**config.mk**
```make
export PLATFORM = sky130hd
export DESIGN_NAME = dma_ctrl
export DESIGN_NICKNAME = d
export VERILOG_FILES = /design/src/rtl/dma_ctrl.sv
export SDC_FILE = /design/constraint.sdc
export NUM_CORES = 1
export LEC_CHECK = 0
export ABC_AREA = 1
export CAP_MARGIN = 20
export CORE_MARGIN = 8
export CORE_UTILIZATION = 27
export CTS_BUF_LIST = sky130_fd_sc_hd__clkbuf_4
export DETAILED_ROUTE_END_ITERATION = 16
export PLACE_DENSITY = 0.63
export SLEW_MARGIN = 5
export SYNTH_ARGS = -nofsm -noshare
export SYNTH_HDL_FRONTEND = slang
export SYNTH_SLANG_ARGS = --single-unit
```
**constraint.sdc**
```tcl
create_clock -name clk -period 3.2 [get_ports clk]
set_clock_uncertainty 0.05 [all_clocks]
set_input_delay 0.64 -clock clk [delete_from_list [all_inputs] [get_ports clk]]
set_output_delay 0.64 -clock clk [all_outputs]
set_load 0.01 [all_outputs]
```
**src/rtl/dma_ctrl.sv**
```systemverilog
// Block-copy DMA responder: moves word blocks between DRAM (req/ack) and on-chip SRAM
// while holding the pipeline stalled; one word in flight at a time.
module dma_ctrl #(
  parameter int unsigned ADDR_W = 32,
  parameter int unsigned LEN_W  = 10
) (
  input  logic              clk,
  input  logic              reset,
  input  logic [1:0]        dmaCmd,
  input  logic [ADDR_W-1:0] dmaSrcAddress,
  input  logic [ADDR_W-1:0] dmaDstAddress,
  input  logic [LEN_W-1:0]  dmaWidth,
  output logic              stall,
  output logic [ADDR_W-1:0] sramAddress,
  output logic              sramWriteEnable,
  output logic [31:0]       sramWriteData,
  input  logic [31:0]       sramReadData,
  output logic              dramReq,
  output logic              dramWe,
  output logic [ADDR_W-1:0] dramAddress,
  output logic [31:0]       dramWriteData,
  input  logic [31:0]       dramReadData,
  input  logic              dramAck
);

  typedef enum logic [2:0] {
    StIdle,
    StD2sReq,
    StD2sWr,
    StS2dRd,
    StS2dCap,
    StS2dReq,
    StDone
  } state_e;

  localparam logic [1:0] CmdD2s = 2'b01;
  localparam logic [1:0] CmdS2d = 2'b10;

  state_e            r_state;
  state_e            w_state_next;
  logic [ADDR_W-1:0] r_src;
  logic [ADDR_W-1:0] r_dst;
  logic [LEN_W-1:0]  r_count;
  logic [31:0]       r_data;
  logic              r_rearm_block;

  logic              w_valid_cmd;
  logic              w_accept;
  logic              w_last;
  logic              w_step;

  assign w_valid_cmd = (dmaCmd == CmdD2s) || (dmaCmd == CmdS2d);
  // A command still held after completion must drop before it can be taken again.
  assign w_accept    = (r_state == StIdle) && w_valid_cmd && (dmaWidth != '0) &&
                       !r_rearm_block && !reset;
  assign w_last      = (r_count == LEN_W'(1));
  assign w_step      = (r_state == StD2sWr) || ((r_state == StS2dReq) && dramAck);

  always_comb begin
    w_state_next    = r_state;
    stall           = 1'b0;
    sramAddress     = '0;
    sramWriteEnable = 1'b0;
    sramWriteData   = '0;
    dramReq         = 1'b0;
    dramWe          = 1'b0;
    dramAddress     = '0;
    dramWriteData   = '0;

    case (r_state)
      StIdle: begin
        if (w_accept) begin
          stall        = 1'b1;
          w_state_next = (dmaCmd == CmdD2s) ? StD2sReq : StS2dRd;
        end
      end
      StD2sReq: begin
        stall       = 1'b1;
        dramReq     = 1'b1;
        dramAddress = r_src;
        if (dramAck) begin
          w_state_next = StD2sWr;
        end
      end
      StD2sWr: begin
        stall           = 1'b1;
        sramWriteEnable = 1'b1;
        sramAddress     = r_dst;
        sramWriteData   = r_data;
        w_state_next    = w_last ? StDone : StD2sReq;
      end
      StS2dRd: begin
        stall        = 1'b1;
        sramAddress  = r_src;
        w_state_next = StS2dCap;
      end
      StS2dCap: begin
        stall        = 1'b1;
        w_state_next = StS2dReq;
      end
      StS2dReq: begin
        stall         = 1'b1;
        dramReq       = 1'b1;
        dramWe        = 1'b1;
        dramAddress   = r_dst;
        dramWriteData = r_data;
        if (dramAck) begin
          w_state_next = w_last ? StDone : StS2dRd;
        end
      end
      StDone: begin
        w_state_next = StIdle;
      end
      default: begin
        w_state_next = StIdle;
      end
    endcase

    // Abort immediately: no strobe may escape in the cycle reset is sampled.
    if (reset) begin
      stall           = 1'b0;
      sramWriteEnable = 1'b0;
      dramReq         = 1'b0;
      dramWe          = 1'b0;
    end
  end

  always_ff @(posedge clk) begin
    if (reset) begin
      r_state       <= StIdle;
      r_src         <= '0;
      r_dst         <= '0;
      r_count       <= '0;
      r_data        <= '0;
      r_rearm_block <= 1'b0;
    end else begin
      r_state <= w_state_next;

      if (r_state == StDone) begin
        r_rearm_block <= 1'b1;
      end else if (!w_valid_cmd) begin
        r_rearm_block <= 1'b0;
      end

      if (w_accept) begin
        r_src   <= dmaSrcAddress;
        r_dst   <= dmaDstAddress;
        r_count <= dmaWidth;
      end

      if ((r_state == StD2sReq) && dramAck) begin
        r_data <= dramReadData;
      end else if (r_state == StS2dCap) begin
        r_data <= sramReadData;
      end

      if (w_step) begin
        r_src   <= r_src + ADDR_W'(4);
        r_dst   <= r_dst + ADDR_W'(4);
        r_count <= r_count - LEN_W'(1);
      end
    end
  end

endmodule

```
Word level (Yosys, flattened, before mapping)
Cells that the tools add are included.

operators by class
  reduce and logical (&&, ||, !) cells = 17
  equal/unequal tests = 13
  add/sub/neg operators = 3
  muxes and demuxes = 30

operators by type and width
  cell                                                                   count
  32-bit two-way mux                                                     8
  32-bit one-hot mux with 2 select lines                                 2
  32-bit by 3-bit adder with 32-bit output (second input constant)       2
  10-bit two-way mux                                                     2
  3-bit one-hot mux with 6 select lines                                  1
  3-bit two-way mux                                                      5
  10-bit by 1-bit == test with 1-bit output (second input constant)      1
  1-bit two-way mux                                                      10
  10-bit nonzero test                                                    1
  10-bit by 1-bit subtractor with 10-bit output (second input constant)  1
  3-bit == test (second input constant)                                  3
  3-bit by 2-bit == test with 1-bit output (second input constant)       2
  1-bit logical AND                                                      6
  2-bit != test (second input constant)                                  3
  5-bit OR reduction                                                     1
  2-bit nonzero test                                                     2
  3-bit by 1-bit == test with 1-bit output (second input constant)       1
  3-bit logical NOT                                                      1
  3-bit AND reduction                                                    1
  2-bit by 1-bit == test with 1-bit output (second input constant)       1
  2-bit == test (second input constant)                                  1
  1-bit logical NOT                                                      2
  1-bit logical OR                                                       2
  2-bit two-way mux                                                      1
  other kinds (3)                                                        3

storage, ports and cells
  flip-flop bits (word level) = 110
  bits of input ports = 143
  output and inout port bits = 132
  word-level logic and storage cells = 69

Depth between registers and ports, before layout
  depth after elaboration = 9
  gate-level depth with buffers = 12
  depth with buffers taken out = 12

Worst setup path after synthesis
Ideal clock, no wire load.

  kind = input -> output
  from = input dmaCmd[1]
  to = output stall
  stages = 10
  arrival time = 1.843 ns
  path buffers = 1
  required time = 2.510 ns
  path slack = 0.667 ns
  path through = inv_1 > ha_1 > nor2_1 > nand2_1 > nor2_8 > o21ai_2 > buf_6 > nand2_1 > nand2_1 > nor2_1

between the ends
  word-level cells in the longest chain between the ends = 9
  elaborated cells on any way between the ends = 10
  those cells by class = eq/ne (2); mux (3); reduce/logical (5)

ends and longest elaborated chain
  element                                                                    RTL line  source
  start, declared                                                            9         input logic [1:0] dmaCmd,
  2-bit by 1-bit == test with 1-bit output or 2-bit == test (tied branches)  52        assign w_valid_cmd = (dmaCmd == CmdD2s) || (dmaCmd == CmdS2d);
  1-bit logical OR *                                                         52
  1-bit logical AND * (3 in a row)                                           54        assign w_accept = (r_state == StIdle) && w_valid_cmd && (dmaWidth != '0) &&
  1-bit logical AND *                                                        55        !r_rearm_block && !reset;
  1-bit two-way mux *                                                        72        if (w_accept) begin
  1-bit one-hot mux with 2 select lines *                                    70        case (r_state)
  1-bit two-way mux *                                                        120       if (reset) begin
  end, declared                                                              13        output logic stall,

Mark *: on every way between the ends. The rest lies on a longest branch, timed or not.

Worst setup path after layout
  from = register r_state[2]
  to = output sramAddress[9]

between the ends
  word-level cells in the longest chain between the ends = 2
  elaborated cells on any way between the ends = 3
  those cells by class = eq/ne (2); mux (1)

ends and longest elaborated chain
  element                                   RTL line  source
  start, declared                           39        state_e r_state;
  start signal, assigned                    130       r_state <= StIdle;
  start signal, assigned                    137       r_state <= w_state_next;
  3-bit by 2-bit == test with 1-bit output  70
  32-bit one-hot mux with 2 select lines *  70
  end, declared                             14        output logic [ADDR_W-1:0] sramAddress,

Marks and branches as above.

==> flow_summary.json <==
{
  "die_x_um": 188,
  "areaGrowthSynthToFinish_pct": 42.0,
  "hold_class": "flop to flop",
  "power_frac_seq_pct": 38.5,
  "grt_usage_pct": 19.5,
  "p_sw_mw": 2.50,
  "intPower_mw": 2.83,
  "tns_ns": 0,
  "grt_pass1_wl_mm": 54.9,
  "worst_pin_slew_ns": 0.783,
  "pwr-share-clk_pct": 12.9,
  "netlist_instances": 1410,
  "htreeDepth": 3,
  "reg2reg_from": "r_state[2]",
  "drive_gt1_share_pct": 4.19,
  "multi_input_area_sq_mm": 0.00481,
  "synth-edff-count": 0,
  "leakagePower_nw": 3.92,
  "synth_commonest_cells": "nand2_1, nor2_1, inv_1, nand3_1, dfxtp_1",
  "period_share_pct": 96.5,
  "synthFlopType": "dfxtp_1",
  "yosys_warnings": 0,
  "cts_hold_buf": 0,
  "dp_hpwl_mm": 28.0,
  "drv_cap": 0,
  "start_util_pct": 27.1,
  "design_area_sq_mm": 0.0113,
  "stdcell_count": 2040,
  "fillers": 3241,
  "numCtsBuffers": 9,
  "swShare_pct": 46.9,
  "ioPinCount": 275,
  "dpl_cell_area_sq_mm": 0.0111,
  "syn-cell-area_sq_mm": 0.00795,
  "clkLatencyLatePin_ns": 0.48,
  "drt-initial-drc-count": 738,
  "slew_violations": 0,
  "power_mw": 5.32,
  "yosys.area.top_type": "dfxtp_1",
  "vias": 9950,
  "status": "complete, no violations",
  "synthTopCellsByArea": "dfxtp_1, nand2_1, nor2_1, nand3_1, inv_1",
  "clockBufferDepth": 2,
  "rrSetupSlack_ns": 0.85,
  "portBuffers": 274,
  "r2r_cells": 10,
  "die_h_um": 188,
  "ys_seq_area_share_pct": 27.7,
  "grt_pass1_vias": 9556,
  "drt-pass1-iter-count": 6,
  "worstSetupEndpointType": "output port",
  "die_area_sq_mm": 0.0352,
  "place_inst": 2022,
  "register_area_sq_mm": 0.00220,
  "grt_max_degree": 68,
  "post_cts_buffers": 0,
  "post_drt_wl_per_cell_um": 17.5,
  "cp-start-kind": "flop",
  "cts.sink_count": 110,
  "syn_nets": 1558,
  "arrival_ns": 2.40,
  "min_period_ns": 3.09,
  "ant_nets": 0,
  "endpoint": "sramAddress[9]",
  "yosysMostFrequentCell": "nand2_1",
  "crit_required_ns": 2.51,
  "vias_per_cell": 4.88,
  "timing.hold.ws_ns": 0.437,
  "relSlewSlack_pct": 47.8,
  "ys_ff_latch": 110,
  "ir_worst_vdd_uv": 322,
  "gp_congestion": 0.894,
  "r2r-end": "r_dst[10]",
  "powerDensity_mw_per_mm2": 471,
  "startpoint": "r_state[2]",
  "wl_mm": 35.8,
  "finalHoldViolCount": 0,
  "cts_tree": "yes",
  "ys_types": 36,
  "rows": 63,
  "nets": 1791,
  "root_buffer": "clkbuf_4",
  "synth_top_area_share_pct": 27.7,
  "grt-ovfl-total": 0,
  "avgSynthCellArea_sq_um": 5.64,
  "worstPathMaxFanout": 32,
  "combPwrFrac_pct": 48.7,
  "synthArstFlopShare_pct": 0,
  "antenna_found_initial": 2,
  "drc_errors": 0,
  "max_freq_ghz": 0.324,
  "clk_transition_reported_paths_ns": 0.18,
  "path_class": "flop to output port",
  "coreArea_sq_mm": 0.0293,
  "setup_violations": 0
}
-- how the worst min path moves through the flow --
| stage | from | end | slack (ns) | cells past startpoint |
|---|---|---|---|---|
| after detailed placement | r_rearm_block | r_rearm_block | 0.41 | 1 |
| after global routing | reset | r_rearm_block | 0.39 | 3 |
| final | r_data[28] | r_data[28] | 0.44 | 2 |
| after floorplan | r_rearm_block | r_rearm_block | 0.39 | 1 |
| after CTS | reset | r_rearm_block | 0.41 | 3 |
| after global placement | r_rearm_block | r_rearm_block | 0.40 | 1 |
-- area by class of cell --
type	instances	share of cell area, %
inverter	167	5.60
clock buffer	9	0.598
sequential	110	19.5
tap	390	4.32
clock inverter	7	0.410
timing repair buffer	300	26.9
antenna	2	0.0443
multi-input combinational	1055	42.6
-- metal layers --
layer	wire, um	up-vias	track usage, %
met1	15500	4540	24.8
li1	-	5012	-
met4	1370	0	7.67
met5	0	-	0
met2	16700	340	32.1
met3	2220	58	3.68
-- worst max-delay path, cell delays in order, from the launching register on --
cell and delay (ns):
dfxtp_1 0.39, inv_4 0.15, nand3_1 0.11, buf_4 0.27
o22ai_1 0.37, clkdlybuf4s50_1 0.61
-- power by group through the flow --
stage | clock (mW) | sequential, mW | combinational [mW]
after floorplan | 0 | 1.96 | 1.65
after global placement | 0 | 2.06 | 2.52
after detailed placement | 0 | 2.07 | 2.55
after CTS | 0.721 | 2.04 | 2.56
after global routing | 0.763 | 2.10 | 2.87
final | 0.685 | 2.05 | 2.59
-- state kept, by name, indices dropped and copies added, names as in the netlist --
name,count
r_data,32
r_dst,32
r_state,3
r_count,10
r_rearm_block,1
r_src,32
-- placed cells by master (no fill, tap or decap), types with 8 or more instances in the layout --
cell             synthesis  routed
a21oi_1                 52      52
a31oi_1                 44      44
buf_12                   0       8
buf_4                    5      18
clkbuf_4                 0       9
clkdlybuf4s50_1          0     270
dfxtp_1                110     108
inv_1                  160     159
nand2_1                443     442
nand3_1                131     131
nand4_1                 40      40
nor2_1                 229     229
o21ai_0                 17      17
o22ai_1                 64      57
-- cells by family (layout without fill, tap and decap cells) --
| logic type | count (synthesis) | count (layout) | share of synthesized area (%) |
|---|---|---|---|
| simple gates | 856 | 856 | 44.4 |
| buf+inv | 245 | 483 | 12.5 |
| compound gates | 190 | 190 | 14.2 |
| flops | 110 | 110 | 27.7 |
| fa+ha+maj | 5 | 5 | 0.787 |
| xor+xnor | 4 | 4 | 0.440 |
| other cells | 0 | 2 | 0 |
-- metrics by stage --
| stage | utilization [%] | worst slack [ns] |
|---|---|---|
| after floorplan | - | 0.667 |
| after global placement | 37.9 | -0.193 |
| after detailed placement | 37.9 | -0.202 |
| after CTS | 38.3 | 0.00201 |
| after global routing | 38.5 | -0.0135 |
| final | 38.5 | 0.111 |
-- repair_timing --
item,in CTS,in global routing
pin swaps,0,0
endpoints found under the setup margin,9,70
resized for setup,4,14
No activity file was read; power rests on OpenSTA's default activity.
